`src/rtl/nano_mem_pkg.sv`:
```
// rtl/nano_mem_pkg.sv - shared types and defaults for nano_mem_responder
package nano_mem_pkg;

   localparam int ADDR_W = 8;
   localparam int DATA_W = 16;
   localparam logic [7:0] IO_ADDR = 8'hFF;

   typedef enum logic [1:0] {
      CLEAR = 2'd0,
      LOAD  = 2'd1,
      RUN   = 2'd2
   } state_e;

   typedef logic [DATA_W-1:0] word_t;

endpackage

```
`src/rtl/nano_sat_counter.sv`:
```
// rtl/nano_sat_counter.sv - 16-bit saturating event counter
module nano_sat_counter (
   input  logic        ck,
   input  logic        rst,
   input  logic        inc,
   output logic [15:0] count
);

   logic [15:0] count_q;

   always_ff @(posedge ck or posedge rst) begin
      if (rst) begin
         count_q <= 16'h0000;
      end else if (inc && (count_q != 16'hFFFF)) begin
         count_q <= count_q + 16'h0001;
      end
   end

   assign count = count_q;

endmodule

```
`src/rtl/nano_mem_responder.sv`:
```
// rtl/nano_mem_responder.sv - NanoCPU memory responder: clear, image load, run
// Optional access counters are built when NANO_MEM_STATS_EN is defined.
module nano_mem_responder #(
   parameter int ADDR_W = nano_mem_pkg::ADDR_W,
   parameter int DATA_W = nano_mem_pkg::DATA_W,
   parameter logic [ADDR_W-1:0] IO_ADDR = ADDR_W'(nano_mem_pkg::IO_ADDR)
) (
   input  logic              ck,
   input  logic              rst,
   input  logic [ADDR_W-1:0] address,
   input  logic [DATA_W-1:0] dataW,
   input  logic              ce,
   input  logic              we,
   output logic [DATA_W-1:0] dataR,
   input  logic              load_valid,
   output logic              load_ready,
   input  logic [ADDR_W-1:0] load_addr,
   input  logic [DATA_W-1:0] load_data,
   input  logic              load_last,
   output logic              cpu_rst,
   output logic [DATA_W-1:0] io_out,
   output logic              io_strobe,
   output logic [15:0]       rd_count,
   output logic [15:0]       wr_count
);

   import nano_mem_pkg::*;

   localparam int DEPTH = 2 ** ADDR_W;

   state_e            state_q, state_d;
   logic [ADDR_W-1:0] clr_idx_q;
   logic [DATA_W-1:0] mem [DEPTH];

   logic              mem_we;
   logic [ADDR_W-1:0] mem_waddr;
   logic [DATA_W-1:0] mem_wdata;
   logic              io_wr;
   logic              run;

   assign run = (state_q == RUN);

   // Single RAM write port shared by the clear sweep, the loader and the CPU.
   always_comb begin
      state_d    = state_q;
      mem_we     = 1'b0;
      mem_waddr  = clr_idx_q;
      mem_wdata  = '0;
      load_ready = 1'b0;
      io_wr      = 1'b0;
      case (state_q)
         CLEAR: begin
            mem_we = 1'b1;
            if (clr_idx_q == '1) begin
               state_d = LOAD;
            end
         end
         LOAD: begin
            load_ready = 1'b1;
            if (load_valid) begin
               mem_we    = 1'b1;
               mem_waddr = load_addr;
               mem_wdata = load_data;
               if (load_last) begin
                  state_d = RUN;
               end
            end
         end
         RUN: begin
            if (ce && we) begin
               if (address == IO_ADDR) begin
                  io_wr = 1'b1;
               end else begin
                  mem_we    = 1'b1;
                  mem_waddr = address;
                  mem_wdata = dataW;
               end
            end
         end
         default: state_d = CLEAR;
      endcase
   end

   always_ff @(posedge ck or posedge rst) begin
      if (rst) begin
         state_q   <= CLEAR;
         clr_idx_q <= '0;
         cpu_rst   <= 1'b1;
         io_out    <= '0;
         io_strobe <= 1'b0;
      end else begin
         state_q   <= state_d;
         if (state_q == CLEAR) begin
            clr_idx_q <= clr_idx_q + 1'b1;
         end
         cpu_rst   <= !run;
         io_strobe <= io_wr;
         if (io_wr) begin
            io_out <= dataW;
         end
      end
   end

   // RAM has no reset; the CLEAR sweep after every reset provides the zeroing.
   always_ff @(posedge ck) begin
      if (mem_we) begin
         mem[mem_waddr] <= mem_wdata;
      end
   end

   always_comb begin
      dataR = '0;
      if (run) begin
         dataR = (address == IO_ADDR) ? io_out : mem[address];
      end
   end

`ifdef NANO_MEM_STATS_EN
   nano_sat_counter u_rd_count (
      .ck    (ck),
      .rst   (rst),
      .inc   (run && ce && !we),
      .count (rd_count)
   );

   nano_sat_counter u_wr_count (
      .ck    (ck),
      .rst   (rst),
      .inc   (run && ce && we),
      .count (wr_count)
   );
`else
   assign rd_count = 16'h0000;
   assign wr_count = 16'h0000;
`endif

endmodule

```
`config.mk`:
```
export PLATFORM = sky130hd
export DESIGN_NAME = nano_mem_responder
export DESIGN_NICKNAME = d
export VERILOG_FILES = /design/src/rtl/nano_mem_pkg.sv /design/src/rtl/nano_sat_counter.sv /design/src/rtl/nano_mem_responder.sv
export SDC_FILE = /design/constraint.sdc
export NUM_CORES = 2
export LEC_CHECK = 0
export BUFFER_PORTS_ARGS = -buffer_cell sky130_fd_sc_hd__buf_2
export CAP_MARGIN = 5
export CORE_ASPECT_RATIO = 0.75
export CORE_MARGIN = 2
export CORE_UTILIZATION = 63
export CTS_BUF_LIST = sky130_fd_sc_hd__clkbuf_8 sky130_fd_sc_hd__clkbuf_16
export DETAILED_ROUTE_END_ITERATION = 16
export PLACE_DENSITY_LB_ADDON = 0.15
export SKIP_CTS_REPAIR_TIMING = 1
export SLEW_MARGIN = 5
export SYNTH_ARGS = -nofsm -noshare
export SYNTH_HDL_FRONTEND = slang
export SYNTH_SLANG_ARGS = --single-unit
```
`constraint.sdc`:
```
create_clock -name ck -period 12.81 [get_ports ck]
set_input_delay 1.9215 -clock ck [delete_from_list [all_inputs] [get_ports ck]]
set_output_delay 1.9215 -clock ck [all_outputs]
set_load 0.005 [all_outputs]
```
=== Yosys cells after proc, flatten, opt, wreduce, memory -nomap -nowiden ===
Memories as Yosys holds them, arrays and structs flattened.
Index checks and enable logic that the tools add are counted.

* Flip-flop bits (word level): 28
* Memory bits (writable): 4096
* Output and inout bits: 67
* Memories: 1

* Add/sub/neg operators: 1
* Equal/unequal tests: 7
* Mux-type cells: 24
* Bitwise logic cells: 1
* Reductions and logical operators: 4

{| class="wikitable"
|+ Memories
! memory !! depth !! bits a word !! rd ports !! clocked after memory_dff !! wr ports !! line !! RTL
|-
| mem || 256 || 16 || 1 || 0 || 1 || nano_mem_responder.sv:33 || <nowiki>logic [DATA_W-1:0] mem [DEPTH];</nowiki>
|}

{| class="wikitable"
|+ Operator list
! cell !! number
|-
| 16-bit two-way mux || 5
|-
| 16-bit case mux with 2 select lines || 1
|-
| 8-bit two-way mux || 3
|-
| 8-bit equality test (second input constant) || 2
|-
| 8-bit case mux with 2 select lines || 1
|-
| 1-bit two-way mux || 9
|-
| 8-bit by 1-bit adder with 8-bit output (second input constant) || 1
|-
| 2-bit two-way mux || 3
|-
| 2-bit != test (second input constant) || 3
|-
| 2-bit case mux with 3 select lines || 1
|-
| 4-bit AND reduction || 1
|-
| 1-bit case mux with 3 select lines || 1
|-
| 2-bit by 1-bit equality test with 1-bit output (second input constant) || 1
|-
| 2-bit equality test (second input constant) || 1
|-
| 2-bit logical NOT || 1
|-
| 1-bit logical AND || 1
|-
| 1-bit logical NOT || 1
|-
| 1-bit inverter || 1
|}

=== Longest topological paths before layout ===
* Depth in word-level cells: 6
* Mapped depth: 14
* Mapped depth without buffers: 9

=== Worst setup path after synthesis ===
Ideal clock, no wire load.

* Path type: in2reg
* Start: input port address[1]
* End: memory mem[0][10], data pin
* Setup time: 1.391 ns
* Arrival time: 9.123 ns
* Slack: 2.296 ns
* Stages: 7
* Path buffers: 3
* Cells stage by stage: buf_2 and3_1 buf_2 a311oi_4 clkbuf_1 a22oi_1 nor2_1

* Word-level cells in the longest chain between the ends: 4

{| class="wikitable"
|+ RTL lines
! item !! line !! RTL
|-
| start, declared || nano_mem_responder.sv:10 || <nowiki>input logic [ADDR_W-1:0] address,</nowiki>
|-
| 8-bit equality test || nano_mem_responder.sv:71 || <nowiki>if (address == IO_ADDR) begin</nowiki>
|-
| 16-bit two-way mux || nano_mem_responder.sv:71 ||
|-
| 16-bit two-way mux || nano_mem_responder.sv:70 || <nowiki>if (ce && we) begin</nowiki>
|-
| 16-bit case mux with 2 select lines || nano_mem_responder.sv:51 || <nowiki>case (state_q)</nowiki>
|-
| via mem_wdata[10] || nano_mem_responder.sv:37 || <nowiki>logic [DATA_W-1:0] mem_wdata;</nowiki>
|-
| end, declared || nano_mem_responder.sv:33 ||
|}

The timed path passes the listed nets, and every way through them passes these cells.

=== Worst setup path after layout ===
* Start: input port address[2]
* End: output port dataR[12]

* Word-level cells in the longest chain between the ends: 3
* Elaborated cells between the ends (all ways): 4
* Those cells by class: eq/ne: 1; mux: 2; memory: 1

{| class="wikitable"
|+ RTL lines
! item !! line !! RTL
|-
| memory 256 x 16 bit / 8-bit equality test (equally long branches) || -- ||
|-
| 16-bit two-way mux (*) || nano_mem_responder.sv:114 || <nowiki>dataR = (address == IO_ADDR) ? io_out : mem[address];</nowiki>
|-
| 16-bit two-way mux (*) || nano_mem_responder.sv:113 || <nowiki>if (run) begin</nowiki>
|-
| end, declared || nano_mem_responder.sv:14 || <nowiki>output logic [DATA_W-1:0] dataR,</nowiki>
|}

Every way passes the cells marked *; elsewhere a longest branch is shown, timed or not.

==> impl_results.md <==
- Final Setup Violations: 0
- Reg2Reg Depth: 11
- Vias in the first global route: 80.54k
- Peak Freq: 110.2 MHz
- Synthesis-stage register bit count: 4124
- Final core utilization: 70.21%
- Initial core utilization: 63.46%
- Routed WL: 447900 um
- Worst min path class: reg2reg
- Reg2Reg Setup Slack: 6.47 ns
- Ports: 121
- Failing checks: capacitance limit, slew limit
- Worst path required time: 10.89 ns
- Layout cells sized above 1: 23.04%
- Mapped Area: 161100 um^2
- Synth cell count leaders: 4096 x edfxtp_1, 737 x mux4_2, 538 x mux2i_1, 373 x nor2_1, 210 x nand2_1
- Root Buffer: clkbuf_16
- P_int: 21.09 mW
- Area growth syn-to-layout: 10.64%
- Setup TNS: 0 ns
- FFs w/ async S/R, synth: 0.6790%
- Setup skew after layout: 0.04138 ns
- Clk_lat worst skew: 0.93 ns
- PwrDens: 148.6 nW/um^2
- DR vias: 84.07k
- Post-route ant nets: 0
- Synth Instances: 7630
- Die H: 441.9 um
- DRT iter0 DRCs: 15.41k
- Max Cap Viol: 2
- Worst r2r dst: mem[117][6]$_DFFE_PP_
- GRT Overall Usage: 34.53%
- Core Rows: 160
- Reg2reg start: state_q[0]$_DFFE_PP0P_
- Top FF cell, synth: edfxtp_1
- Global-route wire length before repair: 626900 um
- Critical path class: in2out
- Slew HR: -7.491%
- Fin nets: 8158
- Hold Vio Cnt, Final: 0
- VDD IR max: 111.5 uV
- Period minus WS final: 9.077 ns
- CTS tree: built
- Sequential fraction of the synthesis area: 76.79%
- Vias/cell: 7.116
- Switching Power: 5.395 mW
- Detailed placement HPWL: 268800 um
- RSZ-0062 raised after global routing: false
- Slew Limit Fails: 2
- Worst Hold End: clr_idx_q[6]$_DFFE_PP0P_
- Synth area leader: edfxtp_1
- Yosys Warn Count: 0
- Remaining DRCs: 0
- Die Span X: 587.9 um
- Outcome: complete, but fails checks
- Final Total Pwr: 26.48 mW
- Top-count cell post-synth: edfxtp_1
- Pre-Repair DR Iteration Count: 10
- Leakage: 62.24 nW
- Hold path start: clr_idx_q[6]$_DFFE_PP0P_
- Core area: 253800 um^2
- Setup crit end kind: output port
- Flop pwr share: 55.1%
- IO Port Bufs: 88
- Worst EP arrival: 7.16 ns
- Largest net degree at the start of global routing: 214
- Max H-tree Level: 5
- Sw frac: 20.37%
- Hold depth: 1
- Grt total ovfl: 0
- Crit path max fanout: 36
- Post-synth top area share: 76.35%
- Tcrit/Tclk final: 70.86%
- Number of flops mapped to enable cells by yosys: 4096
- Syn Area/Cell: 21.11 um^2
- Startpoint class of the critical path: input pin
- Main area contributors after synthesis: edfxtp_1 76%, mux4_2 10%, mux2i_1 3.3%, mux4_1 1.2%, nor2_1 0.87%
- Netlist cell types: 98
- CTS max path bufs: 4
- Initial antenna violation count: 25
- Die ar.: 259800 um^2
- CTS Buf Count: 378
- Clock sinks: 4124
- Clock Pin Slew Worst Setup and Hold Paths: 0.07 ns
- Average wire per standard cell: 37.91 um
- Clk network pwr share: 41.8%
- Logic pwr share: 3.1%
- Final Wtd Congestion: 0.9620
- Least-Margin Pin Slew: 1.598 ns
-- sequential cells by signal (all words and copies together), names as in the netlist --
register	count
state_q	2
cpu_rst	1
clr_idx_q	8
io_strobe	1
mem	4096
io_out	16
-- worst max-delay path: stages --
cell and delay [ns]:
clkbuf_8 0.42, buf_4 0.58, and2_4 0.60, buf_4 0.64, a22oi_1 0.16, a31oi_1 0.67
a21oi_1 0.21, nor4_1 1.35, a211o_1 0.31, buf_2 0.16
-- metal layers --
metal / wire length [um] / part of all wire, % / GRT usage (%) / vias to the layer above
met5: 365 / 0.081 / 0.6044 / -
met4: 20010 / 4.5 / 13.11 / 18
met3: 70550 / 16 / 12.22 / 890
met2: 191900 / 43 / 47.80 / 6537
met1: 165100 / 37 / 51.10 / 43730
li1: - / - / - / 32900
-- metrics by stage --
stage          std cells  cell area (um^2)  setup WS (ns)  hold WS (ns)
5_1_grt            11800            178200          3.717        0.5767
3_5_place_dp       11120            166100          4.022        0.5415
3_3_place_gp       11120            166100          3.385        0.5273
6_report           11820            178200          3.733        0.5645
2_1_floorplan       7661            161200          2.296        0.4869
4_1_cts            11790            178100          3.998        0.5569
-- power groups by stage --
stage	Clock, mW	Combinational (mW)	Sequential [mW]
final	11.1	0.811	14.6
after global routing	11.6	0.831	14.6
after CTS	11.1	0.792	14.6
after detailed placement	0	0.789	14.9
after global placement	0	0.786	14.9
after floorplan	0	0.547	14.9
-- worst max path at each step --
stage / start / end / depth (start not counted)
2_1_floorplan: address[1] / mem[0][10]$_DFFE_PP_ / 7
3_3_place_gp: address[0] / dataR[11] / 12
3_5_place_dp: address[0] / dataR[9] / 12
4_1_cts: address[0] / dataR[9] / 12
5_1_grt: address[0] / dataR[3] / 9
6_report: address[2] / dataR[12] / 10
-- final cells by class --
class / count / area, um^2
Sequential cell: 4124 / 123700
Fill cell: 15120 / 75620
Multi-Input combinational cell: 3043 / 34060
Clock buffer: 399 / 9928
Tap cell: 3402 / 4257
Timing Repair Buffer: 542 / 4116
Clock inverter: 274 / 2066
Antenna cell: 22 / 55.05
Inverter: 9 / 43.79
-- logic make-up after synthesis --
group	count (synthesis)	synth area share [%]
flops	4124	76.79
compound gates	762	3.354
mux	1383	15.06
xor+xnor	7	0.03806
buf+inv	494	2.353
other cells	1	0.002328
fa+ha+maj	6	0.04660
simple gates	853	2.353
-- cell usage in the layout, fill, tap and decap left out, types with 84 or more instances in the layout --
cell type / count
nand2_1: 206
nor2_1: 336
buf_2: 84
o22ai_1: 183
edfxtp_1: 4096
buf_4: 435
o21ai_0: 94
mux4_2: 737
clkbuf_16: 394
mux2i_1: 538
a22oi_1: 106
No activity file was read; power rests on OpenSTA's default activity.
